$ cat src/rtl/mux2_stream_arbiter.sv
// Two-input round-robin packet arbiter feeding a registered 2:1 mux.
// Packets hold the grant until their last beat; the output register is one entry deep.
module mux2_stream_arbiter #(
    parameter int WIDTH = 8
) (
    input  logic             clk,
    input  logic             rst_n,
    input  logic [WIDTH-1:0] a_data,
    input  logic             a_valid,
    input  logic             a_last,
    output logic             a_ready,
    input  logic [WIDTH-1:0] b_data,
    input  logic             b_valid,
    input  logic             b_last,
    output logic             b_ready,
    output logic [WIDTH-1:0] f_data,
    output logic             f_valid,
    output logic             f_last,
    input  logic             f_ready,
    output logic             sel,
    output logic [1:0]       fsm_state
);

    // Handshake: a beat moves on a port at a rising edge where valid & ready are both
    // high; producers hold data/last/valid stable until accepted, and a ready never
    // looks at its own port's valid.
    typedef enum logic [1:0] {
        IDLE   = 2'd0,
        LOCK_A = 2'd1,
        LOCK_B = 2'd2
    } state_t;

    state_t state;
    state_t state_next;
    logic   prio;
    logic   prio_next;
    logic   load_ok;
    logic   a_take;
    logic   b_take;

    assign load_ok   = ~f_valid | f_ready;
    assign a_take    = a_valid & a_ready;
    assign b_take    = b_valid & b_ready;
    assign fsm_state = state;

    always_comb begin
        a_ready    = 1'b0;
        b_ready    = 1'b0;
        state_next = state;
        prio_next  = prio;

        case (state)
            IDLE: begin
                a_ready = rst_n & load_ok & (~b_valid | prio);
                b_ready = rst_n & load_ok & (~a_valid | ~prio);
            end
            LOCK_A:  a_ready = rst_n & load_ok;
            LOCK_B:  b_ready = rst_n & load_ok;
            default: state_next = IDLE;
        endcase

        // A completed packet hands the tie-break to the other port.
        if (a_take) begin
            state_next = a_last ? IDLE : LOCK_A;
            if (a_last) prio_next = 1'b0;
        end else if (b_take) begin
            state_next = b_last ? IDLE : LOCK_B;
            if (b_last) prio_next = 1'b1;
        end
    end

    always_ff @(posedge clk or negedge rst_n) begin
        if (!rst_n) begin
            state   <= IDLE;
            prio    <= 1'b1;
            f_valid <= 1'b0;
            f_data  <= '0;
            f_last  <= 1'b0;
            sel     <= 1'b0;
        end else begin
            state <= state_next;
            prio  <= prio_next;
            if (a_take || b_take) begin
                f_valid <= 1'b1;
                f_data  <= a_take ? a_data : b_data;
                f_last  <= a_take ? a_last : b_last;
                sel     <= a_take;
            end else if (f_ready) begin
                f_valid <= 1'b0;
            end
        end
    end

endmodule

$ cat config.mk
export PLATFORM = sky130hd
export DESIGN_NAME = mux2_stream_arbiter
export DESIGN_NICKNAME = d
export VERILOG_FILES = /design/src/rtl/mux2_stream_arbiter.sv
export SDC_FILE = /design/constraint.sdc
export NUM_CORES = 1
export LEC_CHECK = 0
export CAP_MARGIN = 5
export CORE_MARGIN = 5
export CORE_UTILIZATION = 37
export DETAILED_ROUTE_END_ITERATION = 8
export GPL_TIMING_DRIVEN = 0
export PLACE_DENSITY = 0.84
export SYNTH_ARGS = -nofsm -noshare
export SYNTH_HDL_FRONTEND = slang
export SYNTH_SLANG_ARGS = --single-unit
export TNS_END_PERCENT = 5
$ cat constraint.sdc
create_clock -name clk -period 1.65 [get_ports clk]
set_input_delay 0.33 -clock clk [delete_from_list [all_inputs] [get_ports clk]]
set_output_delay 0.33 -clock clk [all_outputs]
set_load 0.05 [all_outputs]
==> results of run 1 <==
==> cells by family after synthesis <==
family          count (synthesis)  share of synthesized area [%]
buf+inv                         6                           4.64
simple gates                   24                           17.5
flops                          14                           50.2
compound gates                 16                           16.3
mux                             8                           11.4
==> final cells by class <==
type	instances	area, sq um
inverters	3	11.3
repair buffers	38	364
clock buffers	4	26.3
fillers	169	612
multi-input cells	48	344
well taps	25	31.3
flip-flops and latches	14	354
plain buffers	3	21.3
==> flip-flops by register name, summed over array words and instances, names as in the netlist <==
register   count
f_data         8
f_last         1
f_valid        1
fsm_state      2
prio           1
sel            1
==> timing repair <==
| item | in CTS | in global routing |
|---|---|---|
| buffers inserted | 0 | 1 |
| endpoints found under the setup margin | 29 | 3 |
| resized for setup | 32 | 5 |
| hold buffers | 0 | 0 |
| pin swaps | 0 | 1 |
==> through the flow <==
step / cells / utilization (%) / TNS [ns] / setup slack [ns]
floorplan: 68 / - / -0.0392 / -0.0392
global placement: 130 / 63.4 / -10.03 / -1.27
detailed placement: 130 / 63.4 / -10.73 / -1.29
CTS: 134 / 64.1 / -0.233 / -0.134
global route: 135 / 65.3 / -0.215 / -0.125
finish: 135 / 65.3 / -0.105 / -0.0752
==> per-layer routing <==
metal  vias to the layer above  routed length (um)  GRT usage [%]
met4                         0                  11           5.11
met2                        29                 920           26.9
met1                       311                 759           17.0
met5                         -                   0              0
li1                        325                   -              -
met3                         2                 165           4.23
==> Yosys cell counts, drive strengths merged <==
cell / count / share of area (%)
dfrtp: 13 / 46
nor2: 11 / 5.9
a21oi: 9 / 6.4
mux2i: 8 / 11
nand2: 4 / 2.1
buf: 3 / 3.0
inv: 3 / 1.6
nand2b: 2 / 2.9
nand3: 2 / 1.4
a31oi: 1 / 0.89
and2b: 1 / 1.1
dfstp: 1 / 3.8
nand3b: 1 / 1.1
nor2b: 1 / 0.89
o2111ai: 1 / 2.1
o211a: 1 / 1.4
o211ai: 1 / 1.1
o21ai: 1 / 0.71
o2bb2ai: 1 / 1.3
o32ai: 1 / 2.3
or2: 1 / 0.89
or3b: 1 / 1.3
==> power breakdown <==
| group | internal [uW] | total (uW) | switching (uW) |
|---|---|---|---|
| logic | 301 | 924 | 623 |
| registers | 467 | 551 | 83.4 |
| clock network | 93.4 | 202 | 108 |
==> critical path: cells and delay by family <==
kind                   cells  cell delay, ns
AO/OA/AOI/OAI              1            0.15
AND/OR/NAND/NOR            2            0.29
buffers and inverters      2            0.62
==> cell usage in the layout, fill, tap and decap left out, types with 3 or more instances in the layout <==
master	instances
clkdlybuf4s50_1	20
dlygate4sd2_1	13
dfrtp_1	11
nor2_1	9
a21oi_1	9
mux2i_1	8
nand2_1	4
buf_6	3
inv_1	3
clkbuf_4	3
==> final timing paths <==
kind	cells past startpoint	end
hold / removal	1	f_data[0]$_DFFE_PN0P_
setup reg to reg	5	f_data[4]$_DFFE_PN0P_
max in group asynchronous	1	prio$_DFFE_PN1P_
min in group clk	2	sel$_DFFE_PN0P_
hold reg to reg	2	sel$_DFFE_PN0P_
setup / recovery	5	a_ready
==> flow_summary.toml, run 1 <==
[floorplanning]
floorplan_die_area_sq_um = 2860
ios = 38
std_cell_rows = 15
die_y_um = 53.5
die-width_um = 53.5
floorplan.core_area_sq_um = 1760
initial_core_util_pct = 39.7

[worst_hold_path]
min_delay_path_class = "input port to async pin"

[worst_setup_path]
required_ns = 1.32
timing.critical_path.from = "f_ready"
reg2reg_slack_ns = 0.15
crit_path_cell_trace = "clkdlybuf4s50_1, nand2b_4, o211ai_1, nor2_4, buf_6"
critPathMaxStageDelay_ns = 0.46
worst_r2r_startpoint = "fsm_state[0]$_DFFE_PN0P_"
category_of_the_most_critical_setup_path = "input port to output port"
crit_fanout = 6
worst_path_max_delay_cell = "clkdlybuf4s50_1"
worst_setup_path_start_kind = "input port"
worst_ep_arrival_time_ns = 1.40
critPathCaptureType = "output port"

[logic_synthesis]
synth_area_sq_um = 701
synthesized_nets = 91
syn_avg_cell_area_sq_um = 10.3
yosysWarningCount = 0
synthesis.instances = 68
synth-seq-cells = 14
synth-seq-area-share_pct = 50.2
synth.lib_cells_used.distinct = 24

[pwr]
ir_drop_v = 0.000876
total_leakage_power_uw = 0.000538
power_per_cell_area_nw_per_um2 = 1450
power_uw = 1680

[clock_network]
clock_path_buffers = 2
htree_num_levels = 1
clock-root-buffer = "clkbuf_4"
cts.sinks = 14
cts_buffers = 3
insertion_delay_ns = 0.27
cts.reportedPaths.clkPinSlew_ns = 0.09
cts_tree = "built"

[detailed_routing]
first_pass_iteration_count_of_the_detailed_router = 2
avgRoutedWirePerCell_um = 13.7
drc_errors = 0
ant_nets = 0
drt-total-wl_um = 1860
detailroute.via_count = 667
via_per_inst = 4.94
drt_iter0_markers = 7

[global_route]
grt.total_usage_pct = 15.1
grt_pass1_wl_um = 3110
antenna_found_initial = 0
first_global_vias = 715
grt_max_degree = 20
grt_overflow = 0

[timing]
finalSetupViolCount = 2
relSlewSlack_pct = 65.7
fin_worst_hold_slack_ns = 0.0743
finalWorstSetupSlack_ns = -0.0752
rsz0062_at_grt = "true"
timing.final.crit_period_ns = 1.73
worstMarginPinSlew_ns = 0.517
final_worst_clock_skew_ns = 0.0116
final_hold_viol_count = 0
slew_viol_final = 0
final_clock_period_utilization_by_the_worst_path_pct = 105
fmax_achieved_mhz = 580

[flow_run]
max_cap_violations = 0

[status]
outcome = "finished, violations left"
failing_checks = "setup timing"

[final_layout]
post_route_cells_drive_above_1_share_pct = 18.2
nets = 134
area_growth_from_synthesis_to_layout_pct = 64.5
antenna_cells_inserted = 0
stdcell_area_sq_um = 1150

[placement]
port_buffers = 37
postPlaceCellArea_sq_um = 1120
dp_hpwl_um = 1440
weighted_congestion_at_the_end_of_routability_driven_global_placement = 0.793
(Power assumes the default switching activity.)
==> run 2, diff against run 1 <==
Settings changed: PLACE_DENSITY 0.84 to unset, PLACE_DENSITY_LB_ADDON set to 0.3.
==> flow_summary.toml, run 2 (synthesis results as in run 1) <==
[timing]
finalSetupViolCount = 2
slew_viol_final = 0
tns_ns = -0.121
final_clock_period_utilization_by_the_worst_path_pct = 105
worstMarginPinSlew_ns = 0.510
final_worst_clock_skew_ns = 0.00225
final_hold_viol_count = 0
fin_worst_hold_slack_ns = 0.0685
fmax_achieved_mhz = 576
relSlewSlack_pct = 66.2
finalWorstSetupSlack_ns = -0.0856
timing.final.crit_period_ns = 1.74
rsz0062_at_grt = "true"

[pwr]
ir_drop_v = 0.000790
power_per_cell_area_nw_per_um2 = 1450
total_leakage_power_uw = 0.000541

[final_layout]
top_register = "f_data"
nets = 133
most_frequent_cells_in_the_layout = "clkdlybuf4s50_1 (20), dlygate4sd2_1 (12), dfrtp_1 (11)"
layout.cells.most_common = "clkdlybuf4s50_1"
post_route_cells_drive_above_1_share_pct = 17.4
count_of_fill_cells_added_during_filler_insertion = 166
area_growth_from_synthesis_to_layout_pct = 63.9
largest_register_ffs = 8
antenna_cells_inserted = 0

[detailed_routing]
avgRoutedWirePerCell_um = 13.2
via_per_inst = 4.68
first_pass_iteration_count_of_the_detailed_router = 3
drc_errors = 0
ant_nets = 0
drt_iter0_markers = 6
drt-total-wl_um = 1760
detailroute.via_count = 627

[global_route]
first_global_vias = 612
grt_pass1_wl_um = 2660
grt_overflow = 0
grt_max_degree = 20
grt.total_usage_pct = 13.3
antenna_found_initial = 0

[worst_setup_path]
critPathMaxStageDelay_ns = 0.46
crit_path_cell_trace = "nand2b_4, o211ai_1, nor2_4, buf_6"
critPathCaptureType = "output port"
worst_ep_arrival_time_ns = 1.41
critPathBufInv = 1
crit_fanout = 6
worst_path_max_delay_cell = "dfrtp_2"
critical-path-top-delay-family = "flip-flops"
required_ns = 1.32
category_of_the_most_critical_setup_path = "register to output port"
worst_setup_path_start_kind = "register"

[floorplanning]
ios = 38
floorplan.core_area_sq_um = 1760
std_cell_rows = 15
die-width_um = 53.5
die_y_um = 53.5
floorplan_die_area_sq_um = 2860
initial_core_util_pct = 39.7

[placement]
dp_hpwl_um = 1340
port_buffers = 37
weighted_congestion_at_the_end_of_routability_driven_global_placement = 0.747

[clock_network]
cts_setup_buffers = 0
cts.reportedPaths.clkPinSlew_ns = 0.08
clock-root-buffer = "clkbuf_4"
cts_buffers = 3
htree_num_levels = 1
cts.sinks = 14
insertion_delay_ns = 0.28
cts_tree = "built"
clock_path_buffers = 2

[status]
outcome = "finished, violations left"
failing_checks = "setup timing"

[flow_run]
max_cap_violations = 0

[worst_hold_path]
min_delay_path_class = "input port to async pin"
[run 2: cell types whose count changed in the layout (fill, tap and decap cells not counted), sizes merged]
cell,before,now
dlymetal6s2s,0,1
buf,6,5
dlygate4sd2,13,12
[run 2: power by group]
group | internal, uW | total (uW) | switching (uW) | leakage [uW]
clock | 93.9 | 204 | 110 | 0.0000150
combinational | 294 | 913 | 618 | 0.000370
sequential | 467 | 549 | 81.7 | 0.000156
total | 855 | 1670 | 810 | 0.000541
[run 2: path summary, 6_finish.rpt]
kind | from | endpoint | slack (ns) | depth (start not counted)
setup / recovery | fsm_state[0]$_DFFE_PN0P_ | a_ready | -0.09 | 4
hold / removal | rst_n | f_valid$_DFFE_PN0P_ | 0.07 | 1
setup reg to reg | fsm_state[0]$_DFFE_PN0P_ | f_data[3]$_DFFE_PN0P_ | 0.17 | 5
hold reg to reg | prio$_DFFE_PN1P_ | prio$_DFFE_PN1P_ | 0.51 | 1
max in group asynchronous | rst_n | prio$_DFFE_PN1P_ | 1.25 | 1
min in group clk | b_valid | fsm_state[1]$_DFFE_PN0P_ | 0.49 | 4
[run 2: cell type report]
class | count | area (sq um) | area share [%]
buffer | 3 | 21.3 | 1.85
clock buffer | 4 | 26.3 | 2.29
inverter | 3 | 11.3 | 0.980
multi-input combinational | 48 | 344 | 30.0
sequential | 14 | 354 | 30.8
tap | 25 | 31.3 | 2.72
timing repair buffer | 37 | 360 | 31.4
[run 2: per-layer routing]
metal,vias to the layer above,share of wire (%),global-route usage (%),wire [um]
met4,0,2.3,8.94,40
met3,4,5.6,3.38,99
met5,-,0,0,0
met2,20,51,22.0,893
met1,279,41,14.9,729
li1,324,-,-,-
[run 2: metrics by stage]
step	power, uW	area, sq um	util (%)	std cells	worst slack, ns
floorplan	1190	717	-	68	-0.0392
global route	1760	1150	65.1	134	-0.119
finish	1670	1150	65.1	134	-0.0856
CTS	1670	1140	64.5	134	-0.174
detailed placement	1540	1120	63.4	130	-1.27
global placement	1520	1120	63.4	130	-1.28
[run 2: what timing repair did]
item | CTS | global route
pin swaps | 0 | 1
setup endpoints to repair | 29 | 3
hold buffers | 0 | 0
gates resized for setup | 32 | 5
